**config.mk**
```make
export PLATFORM = sky130hd
export DESIGN_NAME = marquee_ctrl
export DESIGN_NICKNAME = d
export VERILOG_FILES = /design/src/rtl/marquee_ctrl.sv
export SDC_FILE = /design/constraint.sdc
export NUM_CORES = 1
export LEC_CHECK = 0
export CORE_MARGIN = 2
export CORE_UTILIZATION = 50
export DETAILED_ROUTE_END_ITERATION = 12
export GPL_TIMING_DRIVEN = 1
export PLACE_DENSITY = 0.66
export SYNTH_ARGS = -nofsm -noshare
export SYNTH_HDL_FRONTEND = slang
export SYNTH_SLANG_ARGS = --single-unit
```
**constraint.sdc**
```tcl
create_clock -name clk50 -period 4.7 [get_ports clk50]
set_input_delay 0.47 -clock clk50 [delete_from_list [all_inputs] [get_ports clk50]]
set_output_delay 0.47 -clock clk50 [all_outputs]
set_load 0.01 [all_outputs]
```
**src/rtl/marquee_ctrl.sv**
```systemverilog
// marquee_ctrl -- rotating-index controller for a five-digit marquee display.
//
// A free-running prescaler produces a base tick every CLK_DIV cycles. In FAST
// mode every base tick advances the rotation index S; in SLOW mode only every
// SLOW_MULT-th base tick does; in PAUSED mode S is frozen. Three push buttons
// select the mode after synchronisation, debouncing and rising-edge detection.
//
// Ports:
//   clk50  in   1  sole clock, rising edge
//   clr    in   1  asynchronous active-high reset
//   key0   in   1  async button, request FAST
//   key1   in   1  async button, request SLOW
//   key2   in   1  async button, pause/resume toggle
//   dir    in   1  0 = forward (S increments), 1 = reverse
//   S      out  3  rotation index 0..4
//   step   out  1  one-cycle pulse in the first cycle a new S is present
//   mode   out  2  00 FAST, 01 SLOW, 10 PAUSED
module marquee_ctrl #(
  parameter int CLK_DIV    = 50000000,
  parameter int SLOW_MULT  = 4,
  parameter int DEB_CYCLES = 1000000
) (
  input  logic       clk50,
  input  logic       clr,
  input  logic       key0,
  input  logic       key1,
  input  logic       key2,
  input  logic       dir,
  output logic [2:0] S,
  output logic       step,
  output logic [1:0] mode
);

  localparam int PW = $clog2(CLK_DIV);
  localparam int SW = (SLOW_MULT > 1) ? $clog2(SLOW_MULT) : 1;
  localparam int DW = $clog2(DEB_CYCLES + 1);

  localparam logic [PW-1:0] PRE_LAST  = PW'(CLK_DIV - 1);
  localparam logic [SW-1:0] SLOW_LAST = SW'(SLOW_MULT - 1);
  localparam logic [DW-1:0] DEB_LAST  = DW'(DEB_CYCLES - 1);

  typedef enum logic [1:0] {
    M_FAST   = 2'b00,
    M_SLOW   = 2'b01,
    M_PAUSED = 2'b10
  } mode_t;

  // ---------------------------------------------------------------------------
  // Key synchronisers (bit 0 = key0, bit 1 = key1, bit 2 = key2)
  // ---------------------------------------------------------------------------
  logic [2:0] keys_raw;
  logic [2:0] sync1;
  logic [2:0] sync2;

  assign keys_raw = {key2, key1, key0};

  // NOTE: every clocked process uses non-blocking assignments so that all
  // registers sample the values from before the edge, independent of order.
  always_ff @(posedge clk50 or posedge clr) begin
    if (clr) begin
      sync1 <= '0;
      sync2 <= '0;
    end else begin
      sync1 <= keys_raw;
      sync2 <= sync1;
    end
  end

  // ---------------------------------------------------------------------------
  // Debounce: the level flips only after the synchronised input has disagreed
  // with it for DEB_CYCLES consecutive cycles; any agreement restarts the count.
  // ---------------------------------------------------------------------------
  logic [DW-1:0] deb_cnt [3];
  logic [2:0]    deb;
  logic [2:0]    deb_q;
  logic [2:0]    press;

  // NOTE: the debounce counters are a small register array, not a RAM, so
  // they are cleared by reset like any other flop.
  always_ff @(posedge clk50 or posedge clr) begin
    if (clr) begin
      deb <= '0;
      for (int k = 0; k < 3; k++) deb_cnt[k] <= '0;
    end else begin
      for (int k = 0; k < 3; k++) begin
        if (sync2[k] != deb[k]) begin
          if (deb_cnt[k] == DEB_LAST) begin
            deb[k]     <= sync2[k];
            deb_cnt[k] <= '0;
          end else begin
            deb_cnt[k] <= deb_cnt[k] + 1'b1;
          end
        end else begin
          deb_cnt[k] <= '0;
        end
      end
    end
  end

  always_ff @(posedge clk50 or posedge clr) begin
    if (clr) deb_q <= '0;
    else     deb_q <= deb;
  end

  // One-cycle pulse on each debounced 0->1 transition; releases are ignored.
  assign press = deb & ~deb_q;

  // ---------------------------------------------------------------------------
  // Prescaler: runs in every mode and is never cleared by mode changes.
  // ---------------------------------------------------------------------------
  logic [PW-1:0] pre_cnt;
  logic          base_tick;

  assign base_tick = (pre_cnt == PRE_LAST);

  always_ff @(posedge clk50 or posedge clr) begin
    if (clr)            pre_cnt <= '0;
    else if (base_tick) pre_cnt <= '0;
    else                pre_cnt <= pre_cnt + 1'b1;
  end

  // ---------------------------------------------------------------------------
  // Mode FSM: state register / next-state logic / output logic
  // ---------------------------------------------------------------------------
  mode_t state, next_state;
  mode_t saved, saved_next;
  logic  mode_change;

  always_ff @(posedge clk50 or posedge clr) begin
    if (clr) begin
      state <= M_FAST;
      saved <= M_FAST;
    end else begin
      state <= next_state;
      saved <= saved_next;
    end
  end

  // key2 outranks key1, which outranks key0; losers in the same cycle are lost.
  // NOTE: defaults at the top of the block keep every path assigned, so no
  // latch is inferred.
  always_comb begin
    next_state = state;
    saved_next = saved;
    if (press[2]) begin
      if (state == M_PAUSED) begin
        next_state = saved;
      end else begin
        next_state = M_PAUSED;
        saved_next = state;
      end
    end else if (press[1]) begin
      next_state = M_SLOW;
    end else if (press[0]) begin
      next_state = M_FAST;
    end
  end

  always_comb begin
    mode        = state;
    mode_change = (next_state != state);
  end

  // ---------------------------------------------------------------------------
  // Step generation. Decisions use the current (old) mode, so a base tick that
  // coincides with a mode change still follows the mode being left.
  // ---------------------------------------------------------------------------
  logic [SW-1:0] slow_cnt;
  logic          do_step;

  assign do_step = base_tick &&
                   ((state == M_FAST) ||
                    ((state == M_SLOW) && (slow_cnt == SLOW_LAST)));

  always_ff @(posedge clk50 or posedge clr) begin
    if (clr) begin
      slow_cnt <= '0;
    end else if (mode_change) begin
      slow_cnt <= '0;
    end else if ((state == M_SLOW) && base_tick) begin
      slow_cnt <= (slow_cnt == SLOW_LAST) ? '0 : slow_cnt + 1'b1;
    end
  end

  always_ff @(posedge clk50 or posedge clr) begin
    if (clr) begin
      S    <= 3'd0;
      step <= 1'b0;
    end else begin
      step <= do_step;
      if (do_step) begin
        if (dir) S <= (S == 3'd0) ? 3'd4 : S - 3'd1;
        else     S <= (S == 3'd4) ? 3'd0 : S + 3'd1;
      end
    end
  end

endmodule

```
* Word-level counts from Yosys, hierarchy flattened
Cells that the tools add are included.
Storage, ports and cells: flip-flop bits (word level) 108, bits in latches 0, bits in writable memories 0, bits in read-only memories 0, input bits 6, word-level logic and storage cells 65, memories kept 0
Operators by class: add/subtract/negate cells 7, $mul 0, divide/modulo/power cells 0, magnitude comparators 0, equality and inequality tests 12, shift operators 0, muxes and demuxes 17, bitwise logic cells 3, reduce and logical (&&, ||, !) cells 11
Operators with widths (count):
- $mux 20 | 6
- $add 20x1->20 const B | 3
- $eq 20x20->1 const B | 3
- $add 26x1->26 const B | 1
- $eq 26x26->1 const B | 1
- $mux 26 | 1
- $mux 2 | 7
- $mux 3 | 3
- $reduce_and 2->1 | 4
- $eq 2x2->1 const B | 2
- $add 3x1->3 const B | 1
- $and 3x3->3 | 1
- $eq 3x3->1 const B | 1
- $logic_and 1x1->1 | 3
- $logic_not 3->1 | 1
- $ne 1x1->1 | 3
- $not 3->3 | 1
- $sub 3x1->3 const B | 1
- $add 2x1->2 const B | 1
- $eq 2x1->1 const B | 1
- $logic_not 2->1 | 1
- $ne 2x2->1 | 1
- $reduce_bool 2->1 | 1
- $logic_or 1x1->1 | 1
- $not 1->1 | 1

* Logic depth before layout (Yosys ltp)
word-level depth 7, mapped depth 6, gate-level depth less buffers 6

* Least setup slack after synthesis
OpenSTA, ideal clock, no wires.
path type reg-to-reg, start point register deb_cnt[12] in the netlist's numbering, end point register deb_cnt[10] in the netlist's numbering, library setup time 0.119 ns, arrival 1.909 ns, required time 4.581 ns, slack 2.672 ns, stages on the path, launching flop included 6, clock period less this slack 2.028 ns, path through dfrtp_1 or4_1 or4_4 o21ai_4 buf_12 nor2_2
Between the ends: cells in the longest elaborated chain, start to end 3
RTL lines:
- start, declared | line 73 | logic [DW-1:0] deb_cnt [3];
- start signal, assigned by index | line 91 | deb_cnt[k] <= deb_cnt[k] + 1'b1;
- $eq 20x20->1 | line 87 | if (deb_cnt[k] == DEB_LAST) begin
- $mux 20 | line 87
- $mux 20 | line 86 | if (sync2[k] != deb[k]) begin
Every way passes these cells. A chain may end at the register's enable or synchronous reset.

* Final worst setup path
start point register pre_cnt[0], end point register pre_cnt[14]
Between the ends: cells in the longest elaborated chain, start to end 2, elaborated cells between the ends (all ways) 3
RTL lines:
- start, declared | line 111 | logic [PW-1:0] pre_cnt;
- start signal, assigned | line 119 | else pre_cnt <= pre_cnt + 1'b1;
- $add 26x1->26 / $eq 26x26->1 (equally long branches) | line 119, 114
- $mux 26 * | line 118 | else if (base_tick) pre_cnt <= '0;
Every way passes the cells marked *; elsewhere a longest branch is shown, timed or not.

==> results.toml <==
[outcome]
outcome = "finished clean"

[synth]
synthCells = 540
ys_warn_count = 0
synth.avg_cell_area_um2 = 10.01
yosysUniqueCellTypes = 55
post_synthesis_instance_area_um2 = 5406
synth_async_sr_flop_share = 1.000
yosysSeqAreaShare = 0.4999
postSynth.topFlopCell = "dfrtp_1"
synthesis.nets = 554
synth_seq_cells = 108
synth_edf_count = 0

[drt]
vias = 3927
detail-route-antenna-nets = 0
dr.pass1.iters = 4
detail_route.drc_violations = 0
drt_iter0_drc = 173
post_detailed_route_wirelength_per_cell_um = 14.38
avgViaCountPerCell = 5.675
detail_route.wirelength_um = 9954

[place]
detailed_place_hpwl_um = 6844
placement.setup.worst_slack_ns = 2.205
globalplace.congestion = 0.8006
place.port_buffers = 11
detailed_place.area_um2 = 5628

[floorplanning]
placementRows = 37
core-area_um2 = 10420
die-width_um = 108.0
die_height_um = 108.0
initial_core_util = 0.5190
fp.dieArea_um2 = 11660
boundaryPins = 12

[setup_path]
crit_path_cell_trace = "ha_1 > nand4_2 > or4_4 > nor2_1 > nor2_1"
worst_setup_path_end_kind = "flip-flop"
regToRegStartpoint = "pre_cnt[0]$_DFF_PP0_"
critical_path_required_ns = 4.93
critical_path.slowest_cell = "nor2_1"
critPathTopFamily = "simple AND/OR/NAND/NOR gates"
reg2reg_to = "pre_cnt[14]$_DFF_PP0_"
reg2reg_depth = 5
criticalPathCategory = "reg2reg"
critical_path_arrival_ns = 2.73
worst-path-max-fanout = 15
cp-start-kind = "flip-flop"
critical_path.most_common_cell = "nor2_1"
critical_path.max_stage_delay_ns = 0.77
worst-path-buf-inv = 0
timing.reg2reg.setup_slack_ns = 2.20

[worst_hold_path]
hold_start = "sync1[0]$_DFF_PP0_"
hold_path_depth = 0
min-delay-path-class = "reg2reg"
hold_path_end = "sync2[0]$_DFF_PP0_"

[grt]
grt_ovf = 0
grt_pass1_wl_um = 17540
pin_count_of_the_biggest_net_entering_global_routing = 84
grt_pass1_vias = 3820
grt_antenna_before_repair = 0
track_usage = 0.1864

[sta]
worstMarginPinSlew_ns = 1.002
timing.max_slew.rel_slack = 0.3322
layout_min_cycle_time_ns = 2.501
hold_viol_final = 0
timing.final.crit_share = 0.5321
setup_viol = 0
rsz0062_at_grt = "no"
final-max-slew-violation-count = 0
worst_hold_slack_ns = 0.3589
layout_setup_ws_ns = 2.199
timing.setup.tns_ns = 0
timing.fmax_ghz = 0.3999
skew_ns = 0.01085

[cts]
post_cts_buffers = 0
cts.repair.resized = 0
clk_path_buf_depth = 2
clkSinkCount = 108
clk_root_buffer_cell = "clkbuf_8"
cts-htree-levels = 3
worstSkewPairLatency_ns = 0.37
cts_inserted_buffers = 9
clkSlewWorstSetupHoldPaths_ns = 0.10
hold_buffers = 0
cts_tree = "done"

[final_layout]
final_area_um2 = 5818
num-nets-final = 565
final_layout_size_suffix_gt1_frac = 0.08813
area.growth.synth_to_final_pct = 7.614
mostFrequentLayoutCells = "dfrtp_1 (108), nor2_1 (48), nand3_1 (39)"
most_common_library_cell_in_the_layout_ignoring_fill_and_taps = "dfrtp_1"
nFillCells = 955
n_antenna_cell = 0

[power_and_ir_drop]
design_power_total_uw = 1556
power_per_cell_area_nw_per_um2 = 267.4
peakVddDrop_uv = 168.8
total_leakage_power_uw = 0.002310

[run]
max-cap-violations = 0
power by group:
group | total [µW] | switching, µW | internal [µW]
clock network | 555 | 308 | 247
registers | 946 | 8.68 | 938
logic | 54.0 | 38.3 | 15.7
area by class of cell:
class / count / area, µm² / area share
clock inverter: 6 / 62.56 / 0.01075
clock buffer: 10 / 127.6 / 0.02194
inverter: 22 / 85.08 / 0.01462
timing repair buffer: 13 / 125.1 / 0.02151
tap: 136 / 170.2 / 0.02925
multi-input combinational: 397 / 2545 / 0.4374
sequential: 108 / 2703 / 0.4645
logic make-up after synthesis:
logic type / count (synthesis) / share of synthesized area
mux: 8 / 0.01574
simple gates: 251 / 0.2648
flops: 108 / 0.4999
xor+xnor: 53 / 0.08586
fa+ha+maj: 8 / 0.01851
buf+inv: 35 / 0.02939
compound gates: 77 / 0.08586
cells in the mapped netlist (13+ instances only):
library cell / count / share of area
inv_1: 22 / 0.015
dfrtp_1: 108 / 0.50
nand2_1: 31 / 0.022
a21oi_1: 33 / 0.031
nand3_1: 39 / 0.036
nor3_1: 13 / 0.012
or3_1: 22 / 0.025
xor2_1: 15 / 0.024
o21ai_0: 25 / 0.023
xnor2_1: 38 / 0.062
nor2_1: 48 / 0.033
layer usage:
layer  vias up  part of all wire  track usage  routed length (µm)
li1       1952                 -            -                   -
met1      1909              0.49       0.2535                4878
met2        52              0.47       0.2960                4633
met3        14             0.027      0.03978                 269
met4         0             0.017      0.06868                 173
met5         -                 0            0                   0
sequential cells by signal, summed over array words and instances (netlist names):
name and cells:
sync2 3, S 3, deb_cnt 60, saved 2, deb_q 3, sync1 3
step 1, mode 2, deb 3, pre_cnt 26, slow_cnt 2
per-stage QoR:
stage / utilization / cells
2_1_floorplan: - / 540
3_5_place_dp: 0.5403 / 676
6_report: 0.5586 / 692
3_3_place_gp: 0.5403 / 676
4_1_cts: 0.5586 / 692
5_1_grt: 0.5586 / 692
worst max path at each step:
stage | start | endpoint | slack, ns | cells past startpoint
6_report | pre_cnt[0]$_DFF_PP0_ | pre_cnt[14]$_DFF_PP0_ | 2.20 | 5
5_1_grt | pre_cnt[0]$_DFF_PP0_ | pre_cnt[17]$_DFF_PP0_ | 1.97 | 5
4_1_cts | pre_cnt[0]$_DFF_PP0_ | pre_cnt[14]$_DFF_PP0_ | 2.16 | 5
3_5_place_dp | pre_cnt[0]$_DFF_PP0_ | pre_cnt[14]$_DFF_PP0_ | 2.20 | 5
3_3_place_gp | pre_cnt[0]$_DFF_PP0_ | pre_cnt[14]$_DFF_PP0_ | 2.26 | 5
2_1_floorplan | clr | S[0]$_DFFE_PP0P_ | 1.38 | 1
Note: power is estimated with default switching activity, not from simulation.
